--- src/rtl/adder64_brent_kung_pkg.sv ---
// Shared constants, the generate/propagate pair type and the Brent-Kung prefix operator
// used by the 64-bit adder and its prefix tree.
package adder64_brent_kung_pkg;

    localparam int WIDTH = 64;
    localparam int LOGW  = $clog2(WIDTH);

    typedef struct packed {
        logic g;
        logic p;
    } pg_t;

    // (G,P)hi o (G,P)lo: hi is the more significant span, lo sits directly below it.
    function automatic pg_t pgCombine(input pg_t hi, input pg_t lo);
        pg_t r;
        r.g = hi.g | (hi.p & lo.g);
        r.p = hi.p & lo.p;
        return r;
    endfunction

endpackage

--- src/rtl/adder64_brent_kung_bk_prefix_tree.sv ---
// Combinational Brent-Kung parallel-prefix network: per-bit generate/propagate in,
// group generate G[i:0] for every bit position out.
module bk_prefix_tree
    import adder64_brent_kung_pkg::*;
#(
    parameter int W = WIDTH
) (
    input  logic [W-1:0] iG,
    input  logic [W-1:0] iP,
    output logic [W-1:0] oG
);

    localparam int LW     = $clog2(W);
    localparam int STAGES = 2 * LW;

    // Stage 0 is the raw bit level; stages 1..LW are the up-sweep, the rest the down-sweep.
    // Group propagate is only carried into stages that still have a consumer.
    for (genvar s = 0; s < STAGES; s++) begin : gStage
        localparam bit UP   = (s <= LW);
        localparam int LVL  = UP ? s : (2 * LW - s);
        localparam int SPAN = 1 << LVL;
        localparam int HALF = SPAN / 2;

        logic [W-1:0] g;

        if (s == 0) begin : gInit
            assign g = iG;
        end else begin : gLevel
            always_comb begin
                pg_t hi;
                pg_t lo;
                pg_t r;
                hi = '0;
                lo = '0;
                r  = '0;
                g  = gStage[s-1].g;
                for (int i = 0; i < W; i++) begin
                    if (UP ? ((i + 1) % SPAN == 0)
                           : (((i + 1) % SPAN == HALF) && (i >= SPAN))) begin
                        hi   = '{g: gStage[s-1].g[i],      p: gStage[s-1].gProp.p[i]};
                        lo   = '{g: gStage[s-1].g[i-HALF], p: gStage[s-1].gProp.p[i-HALF]};
                        r    = pgCombine(hi, lo);
                        g[i] = r.g;
                    end
                end
            end
        end

        if (s < STAGES - 1) begin : gProp
            logic [W-1:0] p;
            if (s == 0) begin : gInitP
                assign p = iP;
            end else begin : gLevelP
                always_comb begin
                    pg_t hi;
                    pg_t lo;
                    pg_t r;
                    hi = '0;
                    lo = '0;
                    r  = '0;
                    p  = gStage[s-1].gProp.p;
                    for (int i = 0; i < W; i++) begin
                        if (UP ? ((i + 1) % SPAN == 0)
                               : (((i + 1) % SPAN == HALF) && (i >= SPAN))) begin
                            hi   = '{g: gStage[s-1].g[i],      p: gStage[s-1].gProp.p[i]};
                            lo   = '{g: gStage[s-1].g[i-HALF], p: gStage[s-1].gProp.p[i-HALF]};
                            r    = pgCombine(hi, lo);
                            p[i] = r.p;
                        end
                    end
                end
            end
        end
    end

    assign oG = gStage[STAGES-1].g;

endmodule

--- src/rtl/adder64_brent_kung.sv ---
// 64-bit adder with carry-in on a Brent-Kung prefix tree; one-cycle registered result
// qualified by a single-cycle oReady strobe.
module adder64_brent_kung
    import adder64_brent_kung_pkg::*;
(
    input  logic             clk,
    input  logic             resetn,
    input  logic             iValid,
    input  logic [WIDTH-1:0] iX,
    input  logic [WIDTH-1:0] iY,
    input  logic             iCarryIn,
    output logic [WIDTH-1:0] oZ,
    output logic             oCarryOut,
    output logic             oReady
);

    logic [WIDTH-1:0] bitP;
    logic [WIDTH-1:0] bitG;
    logic [WIDTH-1:0] bitGc;
    logic [WIDTH-1:0] groupG;
    logic [WIDTH-1:0] carry;
    logic [WIDTH-1:0] sum;

    assign bitP = iX ^ iY;
    assign bitG = iX & iY;

    // Folding Cin into bit 0 makes every group generate G[i:0] the true carry into bit i+1.
    assign bitGc = {bitG[WIDTH-1:1], bitG[0] | (bitP[0] & iCarryIn)};

    bk_prefix_tree #(
        .W (WIDTH)
    ) uTree (
        .iG (bitGc),
        .iP (bitP),
        .oG (groupG)
    );

    assign carry = {groupG[WIDTH-2:0], iCarryIn};
    assign sum   = bitP ^ carry;

    // iValid/oReady: operands are taken whenever iValid is high at an edge; oReady is a
    // one-cycle strobe with no backpressure, and oZ/oCarryOut hold between strobes.
    always_ff @(posedge clk or negedge resetn) begin
        if (!resetn) begin
            oZ        <= '0;
            oCarryOut <= 1'b0;
            oReady    <= 1'b0;
        end else begin
            oReady <= iValid;
            if (iValid) begin
                oZ        <= sum;
                oCarryOut <= groupG[WIDTH-1];
            end
        end
    end

endmodule

--- config.mk ---
export PLATFORM = sky130hd
export DESIGN_NAME = adder64_brent_kung
export DESIGN_NICKNAME = d
export VERILOG_FILES = /design/src/rtl/adder64_brent_kung_pkg.sv /design/src/rtl/adder64_brent_kung_bk_prefix_tree.sv /design/src/rtl/adder64_brent_kung.sv
export SDC_FILE = /design/constraint.sdc
export NUM_CORES = 1
export LEC_CHECK = 0
export CAP_MARGIN = 0
export CORE_MARGIN = 8
export CORE_UTILIZATION = 45
export CTS_CLUSTER_SIZE = 40
export DETAILED_ROUTE_END_ITERATION = 12
export PLACE_DENSITY = 0.86
export SLEW_MARGIN = 25
export SYNTH_ARGS = -nofsm -noshare
export SYNTH_HDL_FRONTEND = slang
export SYNTH_HIERARCHICAL = 1
export SYNTH_SLANG_ARGS = --single-unit
--- constraint.sdc ---
create_clock -name clk -period 1 [get_ports clk]
set_input_delay 0.2 -clock clk [delete_from_list [all_inputs] [get_ports clk]]
set_output_delay 0.2 -clock clk [all_outputs]
set_load 0.05 [all_outputs]
==> results of run 1 <==
-- per-stage QoR --
| stage | TNS, ns | cells | util (%) |
|---|---|---|---|
| 3_3_place_gp | -111.91 | 1016 | 82.1 |
| 2_1_floorplan | -71.58 | 543 | - |
| 3_5_place_dp | -117.25 | 1016 | 82.1 |
==> results by group, run 1 <==
Outcome
  – Outcome: aborted with a tool error
  – Stopped at: clock tree synthesis (4_1_cts)
  – Halt Reason: [ERROR DPL-0033] detailed placement checks failed during check placement.

Place
  – Standard cell area after detailed placement: 8860 µm²
  – Worst setup slack before clock tree synthesis: -2.23 ns
  – Weighted congestion reported at the end of routability-driven placement: 0.939
  – Port buffer count: 197
  – Detailed placement HPWL: 15.6 mm

CTS
  – CTS resizes: 385
  – Max Root-Sink Buffers: 2
  – Number of buffers created by CTS: 9
  – H-Tree Level Count: 3
  – Clk sink count: 66
  – Setup repair bufs after CTS: 74
  – Post-cts hold buffer count: 1
  – Cell at the root of the clock tree: sky130_fd_sc_hd__clkbuf_8

Yosys
  – Mapped Nets: 739
  – Total standard cell area after synthesis: 4950 µm²
  – Mean area per synthesized cell: 9.11 µm²
  – Instance count of the mapped netlist: 543
  – Yosys synthesis warning count: 6

Floorplan
  – Starting density of the core: 45.8%
  – Die Span Y: 121 µm
  – Number of core rows: 38
  – Die span in x: 121 µm
  – Number of ports placed on the die boundary: 198
==> run 2: changes to the inputs <==
- CORE_UTILIZATION: 45 -> 39
- CTS_CLUSTER_SIZE: 40 -> default
- PLACE_DENSITY: 0.86 -> default
- PLACE_DENSITY_LB_ADDON: default -> 0.15
==> run 2 against run 1 <==
The flow now finishes, with violations (setup timing); synthesized cell count unchanged; synthesized area unchanged.
==> results by group, run 2 <==
STA
  – Final count of pins violating max slew: 0
  – Smallest setup slack after layout: -1.51 ns
  – Unrepaired setup endpoints after global routing: yes
  – Final number of hold-violating endpoints: 0
  – Count of final setup violators: 129
  – Min Clock Period, post-route: 2.51 ns
  – Highest Clock Rate: 0.398 GHz
  – Largest clock skew in the final design: 0 ns
  – Final Cycle Share: 251%
  – Relative slew margins: 72.9%
  – Actual slew at the worst max-slew pin: 0.403 ns

Floorplan
  – Number of core rows: 41 (was 38)
  – CORE AREA: 12500 µm²
  – Starting density of the core: 39.5% (was 45.8%)
  – DIE AREA: 16500 µm²
  – Die span in x: 129 µm (was 121 µm)
  – Die Span Y: 129 µm (was 121 µm)
  – Number of ports placed on the die boundary: 198 (unchanged)

CTS
  – H-Tree Level Count: 3 (unchanged)
  – Number of buffers created by CTS: 9 (unchanged)
  – Clock slew seen by the registers of the worst setup and hold paths: 0.06 ns
  – Cell at the root of the clock tree: sky130_fd_sc_hd__clkbuf_16 (was sky130_fd_sc_hd__clkbuf_8)
  – Later-pin clock latency in the skew report: 0.33 ns
  – Clk sink count: 66 (unchanged)
  – Clock tree from TritonCTS: yes
  – Max Root-Sink Buffers: 2 (unchanged)

Final layout
  – Most used cells in the layout excluding fill and tap cells: 212 x sky130_fd_sc_hd__buf_4, 70 x sky130_fd_sc_hd__buf_12, 69 x sky130_fd_sc_hd__nor2_1, 66 x sky130_fd_sc_hd__dfrtp_1, 62 x sky130_fd_sc_hd__dlygate4sd2_1
  – Finished layout cell area: 11300 µm²
  – Number of flip-flops under the largest register name: 64
  – Registers with the most flip-flops: oZ (64), oCarryOut (1), oReady (1)
  – Top register by number of flip-flops: oZ
  – Synth-to-Final Area Change: 128%
  – Layout cell share with drive strength beyond 1: 55.4%
  – Most common cell after layout, fill and taps aside: sky130_fd_sc_hd__buf_4
  – Number of nets in the final layout: 1181

Power and ir drop
  – Switching power: 6870 µW
  – Sw Share: 39.4%
  – Portion of total power attributed to combinational logic: 59.0%
  – Peak supply drop: 1060 µV
  – Leakage power: 0.00527 µW
  – Cell internal pwr: 10600 µW
  – Seq pwr share: 21.9%
  – Total power draw: 17400 µW
  – Total power per unit cell area: 1540 nW/µm²
  – Clock group share of total power: 19.1%

Hold path
  – Startpoint of the worst hold path: iValid
  – Class of the most critical hold timing path: in -> reg
  – Number of cells on the worst hold path: 2

Place
  – Weighted congestion reported at the end of routability-driven placement: 0.895 (was 0.939)
  – Detailed placement HPWL: 13.6 mm (was 15.6 mm)
  – Port buffer count: 197 (unchanged)
  – Standard cell area after detailed placement: 8920 µm² (was 8860 µm²)

Outcome
  – Violated checks: setup timing
  – Outcome: finished, violations left (was aborted with a tool error)

Yosys
  – Total standard cell area after synthesis: 4950 µm² (unchanged)
  – Instance count of the mapped netlist: 543 (unchanged)
  – Yosys synthesis warning count: 6 (unchanged)
  – Mean area per synthesized cell: 9.11 µm² (unchanged)
  – Mapped Nets: 739 (unchanged)

Critical path
  – Setup crit start: iY[22]
  – Classification of the worst setup path: in -> reg
  – Element type at the critical path end: flop
  – Startpoint of the lowest-slack register-to-register path: oZ[2]$_DFFE_PN0P_
  – Critical Path Source Type: primary input
  – Critical path data required time: 1.25 ns
  – Number of cells on the worst reg-to-reg path: 4
  – Data arrival time of the worst path: 2.77 ns
  – Crit-path max FO: 5

GRT
  – Overflow left after global routing: 0
  – Wire length of the first global-routing pass: 35.6 mm
  – Combined global-route utilization of all metal layers: 27.2%
  – Vias in the first global route: 6802
  – Initial antenna violation count: 3
  – Maximum number of pins on one net before global-route repair: 67

Routing
  – Drt wl/cell: 22.8 µm
  – Routed vias: 6456
  – Total wirelength of the detailed-routed design: 26.6 mm
  – Residual DRC: 0
  – Remaining antenna violation count: 0
  – Detailed router's first-iteration violation count: 493
  – Via density per instance: 5.54
  – TritonRoute pass-1 iters: 5

Flow run
  – Total of max-cap violations: 0
## run 2: timing repair
action                     in CTS  in global routing
resized for setup             358                 86
setup endpoints to repair     131                129
pin swaps                     196                 88
hold buffers                    1                  0
hold endpoints to repair       66                  0
gates cloned                    0                  0
setup buffers                  66                 41
## run 2: routing by layer
metal  GRT usage, %  wire, µm  up-vias
met5              0         0        -
li1               -         -     2838
met4           12.1      1560        0
met1           28.6      9460     3114
met3           6.70      1780      122
met2           50.2     13800      382
## run 2: final timing paths
| check | end | slack [ns] |
|---|---|---|
| max | oZ[41]$_DFFE_PN0P_ | -1.51 |
| min | oCarryOut$_DFFE_PN0P_ | 0.28 |
| max reg2reg | oZ[2]$_DFFE_PN0P_ | -0.01 |
| min reg2reg | oZ[44]$_DFFE_PN0P_ | 0.59 |
| max in group asynchronous | oZ[45]$_DFFE_PN0P_ | 0.27 |
| min in group asynchronous | oZ[11]$_DFFE_PN0P_ | 0.40 |
## run 2: stage by stage
step	hold slack (ns)	std cells	TNS, ns	util (%)	setup WS (ns)
floorplan	-0.0956	543	-71.58	-	-1.56
global placement	0.239	1052	-112.52	71.3	-2.10
detailed placement	0.236	1052	-116.52	71.3	-2.19
CTS	0.263	1129	-74.20	85.0	-1.33
global route	0.275	1165	-87.73	90.3	-1.59
finish	0.285	1165	-82.40	90.3	-1.51
## run 2: critical path, stage by stage
cell,delay (ns)
sky130_fd_sc_hd__clkdlybuf4s15_1,0.24
sky130_fd_sc_hd__ha_4,0.31
sky130_fd_sc_hd__a21oi_2,0.19
sky130_fd_sc_hd__nand2_1,0.11
sky130_fd_sc_hd__a221oi_4,0.27
sky130_fd_sc_hd__o31ai_2,0.11
sky130_fd_sc_hd__a31o_4,0.26
sky130_fd_sc_hd__a21oi_4,0.19
sky130_fd_sc_hd__inv_4,0.07
sky130_fd_sc_hd__a21oi_4,0.22
sky130_fd_sc_hd__inv_2,0.08
sky130_fd_sc_hd__a21o_1,0.19
sky130_fd_sc_hd__xnor2_1,0.13
sky130_fd_sc_hd__a21oi_1,0.16
## run 2: power groups by stage
stage               combinational [µW]  sequential [µW]  clock, µW
finish                           10300             3830       3330
global route                     10700             3880       3470
CTS                               9000             3790       3310
detailed placement                7950             3830          0
global placement                  7810             3800          0
floorplan                         2060             5340          0
## run 2: area by class of cell
| cell class | instances | area, µm² |
|---|---|---|
| diodes | 3 | 7.51 |
| flip-flops and latches | 66 | 1650 |
| well taps | 172 | 215 |
| multi-input cells | 448 | 4530 |
| clock buffers | 11 | 253 |
| inverters | 13 | 51.3 |
| fillers | 519 | 1210 |
| clock inverters | 5 | 52.6 |
| repair buffers | 447 | 4550 |
Power figures use the tool's default switching activity.
